**config.mk**
```make
export PLATFORM = sky130hd
export DESIGN_NAME = lif_spike_monitor
export DESIGN_NICKNAME = d
export VERILOG_FILES = /design/src/rtl/lif_spike_monitor.sv
export SDC_FILE = /design/constraint.sdc
export NUM_CORES = 1
export LEC_CHECK = 0
export BUFFER_PORTS_ARGS = -buffer_cell sky130_fd_sc_hd__buf_2
export CAP_MARGIN = 20
export CORE_ASPECT_RATIO = 1.25
export CORE_MARGIN = 2
export CORE_UTILIZATION = 25
export CTS_BUF_LIST = sky130_fd_sc_hd__clkbuf_4
export DETAILED_ROUTE_END_ITERATION = 10
export PLACE_DENSITY_LB_ADDON = 0.15
export SYNTH_ARGS = -nofsm -noshare
export SYNTH_HDL_FRONTEND = slang
export SYNTH_SLANG_ARGS = --single-unit
```
**constraint.sdc**
```tcl
create_clock -name clk -period 1.6 [get_ports clk]
set_input_delay 0.08 -clock clk [delete_from_list [all_inputs] [get_ports clk]]
set_output_delay 0.08 -clock clk [all_outputs]
set_load 0.03 [all_outputs]
```
**src/rtl/lif_spike_monitor.sv**
```systemverilog
// lif_spike_monitor: windowed spike count and inter-spike interval statistics for a LIF core output
module lif_spike_monitor #(
  parameter int WIN_W = 16,
  parameter int CNT_W = 8,
  parameter int ISI_W = 8
) (
  input  logic             clk,
  input  logic             rst,
  input  logic             ena,
  input  logic             spike_in,
  input  logic             start,
  input  logic [WIN_W-1:0] window_len,
  input  logic [1:0]       rd_sel,
  output logic [7:0]       rd_data,
  output logic             busy,
  output logic             done,
  output logic             isi_valid,
  output logic             overflow
);
  typedef enum logic [1:0] {IDLE, COUNT, HOLD} state_t;
  state_t state, state_nx;
  logic spike_d, first_seen;
  logic [CNT_W-1:0] spike_cnt;
  logic [ISI_W-1:0] isi_last, isi_min, isi_run;
  logic [WIN_W-1:0] win_cnt;
  logic spk_edge, accept, run;
  assign spk_edge = spike_in & ~spike_d;
  assign accept = ena & start & (state != COUNT);
  assign run = ena & (state == COUNT);
  // state register
  always_ff @(posedge clk) begin
    if (rst) state <= IDLE;
    else state <= state_nx;
  end
  // next state: start from IDLE/HOLD opens a window, the last counted cycle closes it
  always_comb begin
    state_nx = state;
    if (accept) state_nx = (window_len != '0) ? COUNT : HOLD;
    else if (run && win_cnt == WIN_W'(1)) state_nx = HOLD;
  end
  // state-decoded outputs
  always_comb begin
    busy = (state == COUNT);
    done = (state == HOLD);
  end
  // measurement datapath; isi_run restarts at 1 on an edge so it reads b-a at the next edge
  always_ff @(posedge clk) begin
    if (rst) begin
      spike_d <= 1'b0;
      spike_cnt <= '0;
      isi_last <= '0;
      isi_min <= '1;
      isi_run <= '0;
      first_seen <= 1'b0;
      isi_valid <= 1'b0;
      overflow <= 1'b0;
      win_cnt <= '0;
    end else if (ena) begin
      spike_d <= spike_in;
      if (accept) begin
        spike_cnt <= '0;
        isi_last <= '0;
        isi_min <= '1;
        isi_run <= '0;
        first_seen <= 1'b0;
        isi_valid <= 1'b0;
        overflow <= 1'b0;
        win_cnt <= window_len;
      end else if (run) begin
        win_cnt <= win_cnt - WIN_W'(1);
        isi_run <= spk_edge ? ISI_W'(1) : (&isi_run ? isi_run : isi_run + ISI_W'(1));
        if (spk_edge) begin
          spike_cnt <= &spike_cnt ? spike_cnt : spike_cnt + CNT_W'(1);
          if (&spike_cnt) overflow <= 1'b1;
          if (first_seen) begin
            isi_last <= isi_run;
            isi_min <= (isi_run < isi_min) ? isi_run : isi_min;
            isi_valid <= 1'b1;
          end
          first_seen <= 1'b1;
        end
      end
    end
  end
  // byte-wide readout mux
  always_comb begin
    rd_data = (rd_sel == 2'd0) ? 8'(spike_cnt) :
              (rd_sel == 2'd1) ? 8'(isi_last) :
              (rd_sel == 2'd2) ? 8'(isi_min) :
              {4'b0, isi_valid, overflow, done, busy};
  end
endmodule
```
* Word-level counts from Yosys, hierarchy flattened
Cells that the tools add are included.
Word-level totals: register bits after elaboration 54, input bits 23, output and inout port bits 12, word-level logic and storage cells 81
Cells by class: $add $sub $neg 3, order comparisons 1, equality and inequality tests 8, mux-type cells 36, bitwise operators 5, reduce and logical (&&, ||, !) cells 18
Operators by type and width (number):
- 8-bit two-way mux | 20
- 16-bit two-way mux | 2
- 8-bit by 1-bit adder with 8-bit output, second input constant | 2
- 16-bit by 1-bit == test with 1-bit output, second input constant | 1
- 8-bit AND reduction | 2
- 16-bit nonzero test | 1
- 16-bit by 1-bit subtractor with 16-bit output, second input constant | 1
- 4-bit AND reduction | 3
- 2-bit nonzero test | 6
- 1-bit two-way mux | 11
- 8-bit less-than comparator | 1
- 2-bit two-way mux | 3
- 3-bit AND reduction | 2
- 5-bit AND reduction | 1
- 1-bit AND | 4
- 2-bit by 1-bit == test with 1-bit output, second input constant | 2
- 2-bit == test, second input constant | 2
- 3-bit inequality test, second input constant | 1
- 2-bit zero test | 1
- 2-bit by 1-bit inequality test with 1-bit output, second input constant | 1
- 2-bit inequality test, second input constant | 1
- 2-bit AND reduction | 1
- 1-bit logical AND | 1
- 1-bit NOT | 1

* Depth between registers and ports, before layout
Gate-level depths: netlist of the first run.
word-level depth 6, gate-level depth with buffers 7, mapped depth without buffers 7

* Least setup slack after synthesis of the first run
No wires, ideal clock.
path kind flip-flop to flip-flop, start point register win_cnt[6], end point register state[1], library setup time 0.073 ns, arrival time 1.748 ns, data required time 1.527 ns, slack -0.220 ns, cell stages (with the launch flop) 6, buffers on the path 0, period minus slack after synthesis 1.820 ns, path through dfxtp_1 -> or3_4 -> or4_4 -> nor4_4 -> nor3_1 -> nor3b_2
On the way: word-level cells in the longest chain between the ends 3
RTL lines:
- from (decl) | RTL line 25 | logic [WIN_W-1:0] win_cnt;
- from (signal assigned) | RTL line 68 | win_cnt <= window_len;
- from (signal assigned) | RTL line 70 | win_cnt <= win_cnt - WIN_W'(1);
- 16-bit by 1-bit == test with 1-bit output | RTL line 39 | else if (run && win_cnt == WIN_W'(1)) state_nx = HOLD;
- 1-bit logical AND | RTL line 39
- 2-bit nonzero test (no line)
- to (signal assigned) | RTL line 33 | else state <= state_nx;
- to (decl) | RTL line 21 | state_t state, state_nx;
No other way between the ends. A chain may end at the register's enable or synchronous reset.

* Worst setup path after layout of the first run
start point register win_cnt[6], end point register state[0]
The elaborated chain is that of the path after synthesis.

==> metrics, run 1 <==
Die Ht=between 100 and 150 um; Seq cells post-synth=54; final setup fails=20; Finished Cell Area=approximately 4600 um^2; Post-synth EDFFs=0; PwrDens=approximately 720 nW/um^2; Worst-Margin Slew=roughly 0.43 ns; critical path startpoint category=register; Hold Violations, Final=0; layout cells sized above 1=0.421; commonest non-fill, non-tap cell in the layout=buf_4; Synth Cell Area=between 3000 and 4000 um^2; run status=complete, but fails checks; GR Util All Layers=0.161; max cap viols=0; Synth cell types=56; Worst Hold Class=input port to register; FFs w/ async S/R, synth=0; LEAKAGE=between 1.5 and 2 nW; DPL Wire Length=7660 um; wire per inst=approximately 16 um; Total Power=~3.4 mW; WL final=10,800 um; worst relative slew slack=0.710; ANT cells=0; largest net degree at the start of global routing=27; fin crit share=1.13; DR pass1 iterations=5; f_max=~550 MHz; clock-pin transition on the worst setup and hold timing paths=~0.17 ns; initial antenna violation count=0; leading cell types in the layout, fill and taps excluded=buf_4, nand2_1, nor2_1; mean area per synthesized cell=8.04 um^2; Fillers=about 1.3k; placed inst area=3980 um^2; Core ar.=~12,000 um^2; Util after Layout=0.382; crit end category=register; root buf cell=clkbuf_4; gr ovfl total=0; RSZ-0062 raised after global routing=yes; net count after synthesis=420; placement row count=between 40 and 50; Via density=~5.0; drt drc=0; Clk Latency, worst-skew pair=roughly 0.40 ns; H-Tree Level Count=2; Placer Congestion=between 0.8 and 0.9; Post-synth top flop=dfxtp_1; first-pass GRT wire length=between 15,000 and 20,000 um; CTS tree=done; vias in the first global route=around 3.3k; num ports=35; CP arrival=roughly 2.1 ns; Initial DRC Count=around 130; min setup slack post-route=-0.214 ns; Tmin final=between 1.5 and 2 ns; Post-Syn Instances=386; VDD IR max=0.330 mV; total die area=13,300 um^2; highest fanout seen on the critical path=5; Clock Path Buffers=2; Synth Warn #=0; synth-to-layout area growth=49.1%; CTS Buf Count=5; CP required=between 1.5 and 2 ns; fin. max-slew vios=0; WS Path Type=register to register; violated checks=negative setup slack; I/O Buffers=34; Starting Density=0.256; die width=a little over 100 um; clock sink count=54; vias=3,355; worst clock skew=between 0.01 and 0.015 ns; Seq/Total Area, Yosys=0.348; NumNets Final=about 530; final antenna-violating net count=0
## power by group
part	internal (mW)	total, mW	leakage, nW	switching, mW
Combinational	0.440	0.942	1.36	0.503
Clock	0.482	0.969	0.0528	0.487
Sequential	1.40	1.44	0.441	0.0446
Total	2.32	3.35	1.85	1.03
## final timing paths
path / start / endpoint / slack (ns) / cells after the start
max: win_cnt[6] / state[0] / -0.21 / 5
min: window_len[11] / win_cnt[11] / 0.04 / 3
max reg2reg: win_cnt[6] / state[0] / -0.21 / 5
min reg2reg: isi_last[1] / isi_last[1] / 0.46 / 2
## Yosys cell counts, drive strengths merged (2+ instances only)
library cell	n	area share
o31ai	5	0.012
or3	3	0.0077
a41oi	4	0.011
nor3b	3	0.0089
o21a	2	0.0048
mux4	4	0.029
nand2	46	0.056
and2	2	0.0040
clkbuf	11	0.013
nor2b	6	0.012
inv	13	0.016
ha	11	0.044
mux2i	6	0.019
o211ai	2	0.0048
a211oi	9	0.022
xnor2	12	0.034
nand3	9	0.015
or4	2	0.0073
o22ai	3	0.0060
buf	6	0.011
nand3b	6	0.015
and3	4	0.0081
nor3	16	0.029
nor2	45	0.054
or2	2	0.0040
nand4	11	0.022
o2111ai	2	0.0056
nor4	15	0.037
dfxtp	54	0.35
a311oi	2	0.0056
a21oi	28	0.045
nand2b	4	0.0081
o21ai	23	0.037
## sequential cells by signal, summed over array words and instances (netlist names)
register    flops
win_cnt        16
first_seen      1
isi_last        8
spike_d         1
isi_valid       1
overflow        1
spike_cnt       8
isi_min         8
state           2
isi_run         8
## through the flow
stage / instances / hold slack [ns] / setup slack (ns) / TNS [ns]
global placement: 638 / 0.337 / -0.155 / -2.69
finish: 665 / 0.0353 / -0.214 / -2.02
floorplan: 386 / 0.216 / -0.100 / -0.378
global route: 665 / 0.0239 / -0.260 / -3.68
CTS: 657 / 0.00623 / -0.197 / -1.72
detailed placement: 638 / 0.340 / -0.165 / -2.95
## cell families (layout without fill, tap and decap cells)
kind of cell | after synthesis | count (layout) | share of synthesized area
fa+ha+maj | 11 | 11 | 0.0444
simple gates | 178 | 179 | 0.300
xor+xnor | 13 | 13 | 0.0367
mux | 10 | 10 | 0.0484
buf+inv | 30 | 144 | 0.0399
flops | 54 | 54 | 0.348
compound gates | 90 | 90 | 0.183
## what timing repair did
action | CTS | global route
hold buffers | 5 | 0
endpoints found under the setup margin | 38 | 48
hold endpoints to repair | 5 | 0
resized for setup | 54 | 40
cloned | 0 | 1
pin swaps | 6 | 13
buffers inserted | 7 | 7
## routing by layer
metal,vias to the layer above,routed length [um],track usage
met2,72,5650,0.303
met1,1634,4590,0.190
met4,0,138,0.0421
met3,11,434,0.0248
met5,-,0,0
li1,1638,-,-
## cell type report
cell class              instances  area [um^2]  area share
multi-input cells             303         2250       0.486
flip-flops and latches         54         1100       0.238
repair buffers                123          922       0.199
well taps                     164          205      0.0444
clock inverters                 3         63.8      0.0138
inverters                      13         48.8      0.0105
clock buffers                   5         37.5     0.00811
## critical path: stages (launching register included)
cell and delay [ns]:
dfxtp_2 0.36, or3_4 0.38, or4_4 0.55, nor4_4 0.20
buf_4 0.17, o22ai_2 0.06
Note: power is estimated with default switching activity, not from simulation.
==> run 2, diff against run 1 <==
- PLACE_DENSITY: not set -> 0.43
- PLACE_DENSITY_LB_ADDON: 0.15 -> not set
==> run 2 against run 1 <==
Net effect:
- the flow still finishes with violations (negative setup slack)
- design area up 3.3%
- sequential share of layout area down 0.77 points
- maximum frequency increased by 1.2%
- clock skew is 0.0012 ns lower
- sequential cell count unchanged
- setup slack better by 0.022 ns
- clock-buffer cell count increased by 2
- critical endpoint is now win_cnt[14]
- via count down 0.39%
- first-iteration DRC count down 8.8%
- global-route usage shrank 0.67 points
- clock power shrank 14%
- register-to-register slack gained 0.02 ns
==> metrics, run 2 (synthesis results as in run 1) <==
run status=complete, but fails checks; violated checks=negative setup slack; P_sw=1.03 mW (-0.27%); CP arrival=2.11 ns (about the same); placed insts=638 (unchanged); die width=104 um (unchanged); Comb power frac=0.307 (+0.026); vias in the first global route=3,182 (-4.2%); Clock Power Share=0.254 (-0.035); metal2 WL=5300 um (-6.3%); worst relative slew slack=0.708 (-0.00202); Slowest-stage cell, CP=or4_4; Initial DRC Count=114 (-8.8%); Met1 Wirelength=4840 um (+5.4%); met3 wire length=284 um (-35%); Clk Latency, worst-skew pair=0.40 ns (about the same); first-pass GRT wire length=16,500 um (-3.6%); leading cell types in the layout, fill and taps excluded=buf_4, nand2_1, nor2_1; clock sink count=54 (unchanged); critical path startpoint category=register; placement row count=45 (unchanged); vias=3,342 (-0.39%); WS Path Type=register to register; Clock Path Buffers=2 (unchanged); critical-path cell list=or3_4, or4_4, o31ai_1, o21ai_1, o211a_1; CTS Buf Count=5 (unchanged); placed inst area=3980 um^2 (unchanged); DPL Wire Length=7420 um (-3.2%); Top Layer Used=met4; f_max=558 MHz (+1.2%); Top reg by flops=win_cnt; gr ovfl total=0 (unchanged); worst clock skew=0.0134 ns (-0.00122 ns); area of the multi-input gates=2320 um^2 (+3.4%); Core ar.=12,100 um^2 (unchanged); Starting Density=0.256 (unchanged); CP required=1.92 ns (+0.02 ns); Total Power=3.27 mW (-2.5%); RSZ-0062 raised after global routing=yes; sequential power share=0.440 (+0.010); VDD IR max=0.306 mV (-7.4%); wire per inst=15.7 um (-3.3%); final setup TNS=-1.55 ns (+0.467 ns); FF-to-FF End=win_cnt[14]; Util after Layout=0.395 (+0.0127); Via density=4.98 (-1.3%); sw frac=0.316 (+0.00701); drt drc=0 (unchanged); final setup fails=20 (unchanged); I/O Buffers=34 (unchanged); layout cells sized above 1=0.450 (+0.0285); Hold Path Origin=window_len[8]; NumNets Final=540 (+1.1%); CTS tree=done; H-Tree Level Count=2 (unchanged); Placer Congestion=0.862 (+4.3%); fin. max-slew vios=0 (unchanged); Worst Hold Class=input port to register; Reg2Reg Depth=5 (unchanged); commonest non-fill, non-tap cell in the layout=buf_4; LEAKAGE=1.91 nW (+3.2%); root buf cell=clkbuf_4; min setup slack post-route=-0.192 ns (+0.0217 ns); PwrDens=684 nW/um^2 (-5.6%); Tmin final=1.79 ns (-0.0217 ns); Fillers=1,273 (-1.2%); final antenna-violating net count=0 (unchanged); hold path cells=3 (unchanged); P_int=2.24 mW (-3.5%); Reg2Reg Setup Slack=-0.19 ns (+0.02 ns); initial antenna violation count=0 (unchanged); Reg-to-Reg Start=win_cnt[6]; CP max stage delay=0.55 ns (about the same); GR Util All Layers=0.154 (-0.00672); max cap viols=0 (unchanged); num ports=35 (unchanged); largest net degree at the start of global routing=27 (unchanged); max reg flops=16 (unchanged); clock-pin transition on the worst setup and hold timing paths=0.17 ns (about the same); total die area=13,300 um^2 (unchanged); Finished Cell Area=4780 um^2 (+3.3%); FF/Latch Area=1100 um^2 (unchanged); Layout Cells excl Fill=671 (+0.90%); Worst-Margin Slew=0.434 ns (-0.00000417 ns); highest fanout seen on the critical path=5 (unchanged); Die Ht=129 um (unchanged); WL final=10,600 um (-2.5%); Hold Path End=win_cnt[8]; DR pass1 iterations=4 (-1); synth-to-layout area growth=54.0%; ANT cells=0 (unchanged); crit end category=register; Hold Violations, Final=0 (unchanged); fin crit share=1.12 (-0.0136)
## run 2: changes by cell type in the layout (fill, tap and decap cells not counted), sizes merged
cell	previous run	this run
buf	118	123
clkbuf	5	8
clkinv	1	0
bufinv	2	1
## run 2: worst max-delay path by stage
stage           startpoint     endpoint  depth (start not counted)
3_3_place_gp   win_cnt[11]  win_cnt[14]                          5
4_1_cts         win_cnt[6]  win_cnt[15]                          5
5_1_grt         win_cnt[6]  win_cnt[15]                          5
2_1_floorplan  win_cnt[11]  win_cnt[14]                          5
6_report        win_cnt[6]  win_cnt[14]                          5
3_5_place_dp      state[1]   isi_run[6]                          6
## run 2: power groups by stage
stage	logic, mW	registers [mW]	clock network, mW
after floorplan	0.439	1.46	0
after global placement	0.759	1.46	0
final	1.00	1.44	0.829
after CTS	0.836	1.43	0.870
after global routing	1.09	1.44	0.909
after detailed placement	0.760	1.46	0
## run 2: routing by layer
layer  vias to the layer above  global-route usage
met4                         0              0.0421
met3                        10              0.0228
met2                        65               0.275
li1                       1663                   -
met1                      1604               0.194
met5                         -                   0
## run 2: layout make-up
cell class              count  area share
repair buffers            129       0.213
clock inverters             1     0.00628
clock buffers               7      0.0110
inverters                  13      0.0102
well taps                 164      0.0429
multi-input cells         303       0.486
flip-flops and latches     54       0.231
## run 2: through the flow
step | setup WS [ns] | hold WS (ns)
after floorplan | -0.100 | 0.216
after global placement | -0.170 | 0.341
after detailed placement | -0.177 | 0.348
after CTS | -0.180 | 0.0202
after global routing | -0.266 | 0.0117
final | -0.192 | 0.0128
## run 2: worst max-delay path: cells and delay by family, from the launching register on
| kind | cells | cell delay [ns] |
|---|---|---|
| flops | 1 | 0.36 |
| compound gates | 3 | 0.42 |
| simple gates | 2 | 0.93 |
## run 2: what timing repair did
item / 4_1_cts / 5_1_grt
gates resized for setup: 54 / 67
hold endpoints to repair: 5 / 0
gates cloned: 0 / 2
pin swaps: 8 / 14
hold buffers: 5 / 0
setup endpoints to repair: 42 / 49
buffers inserted: 6 / 14
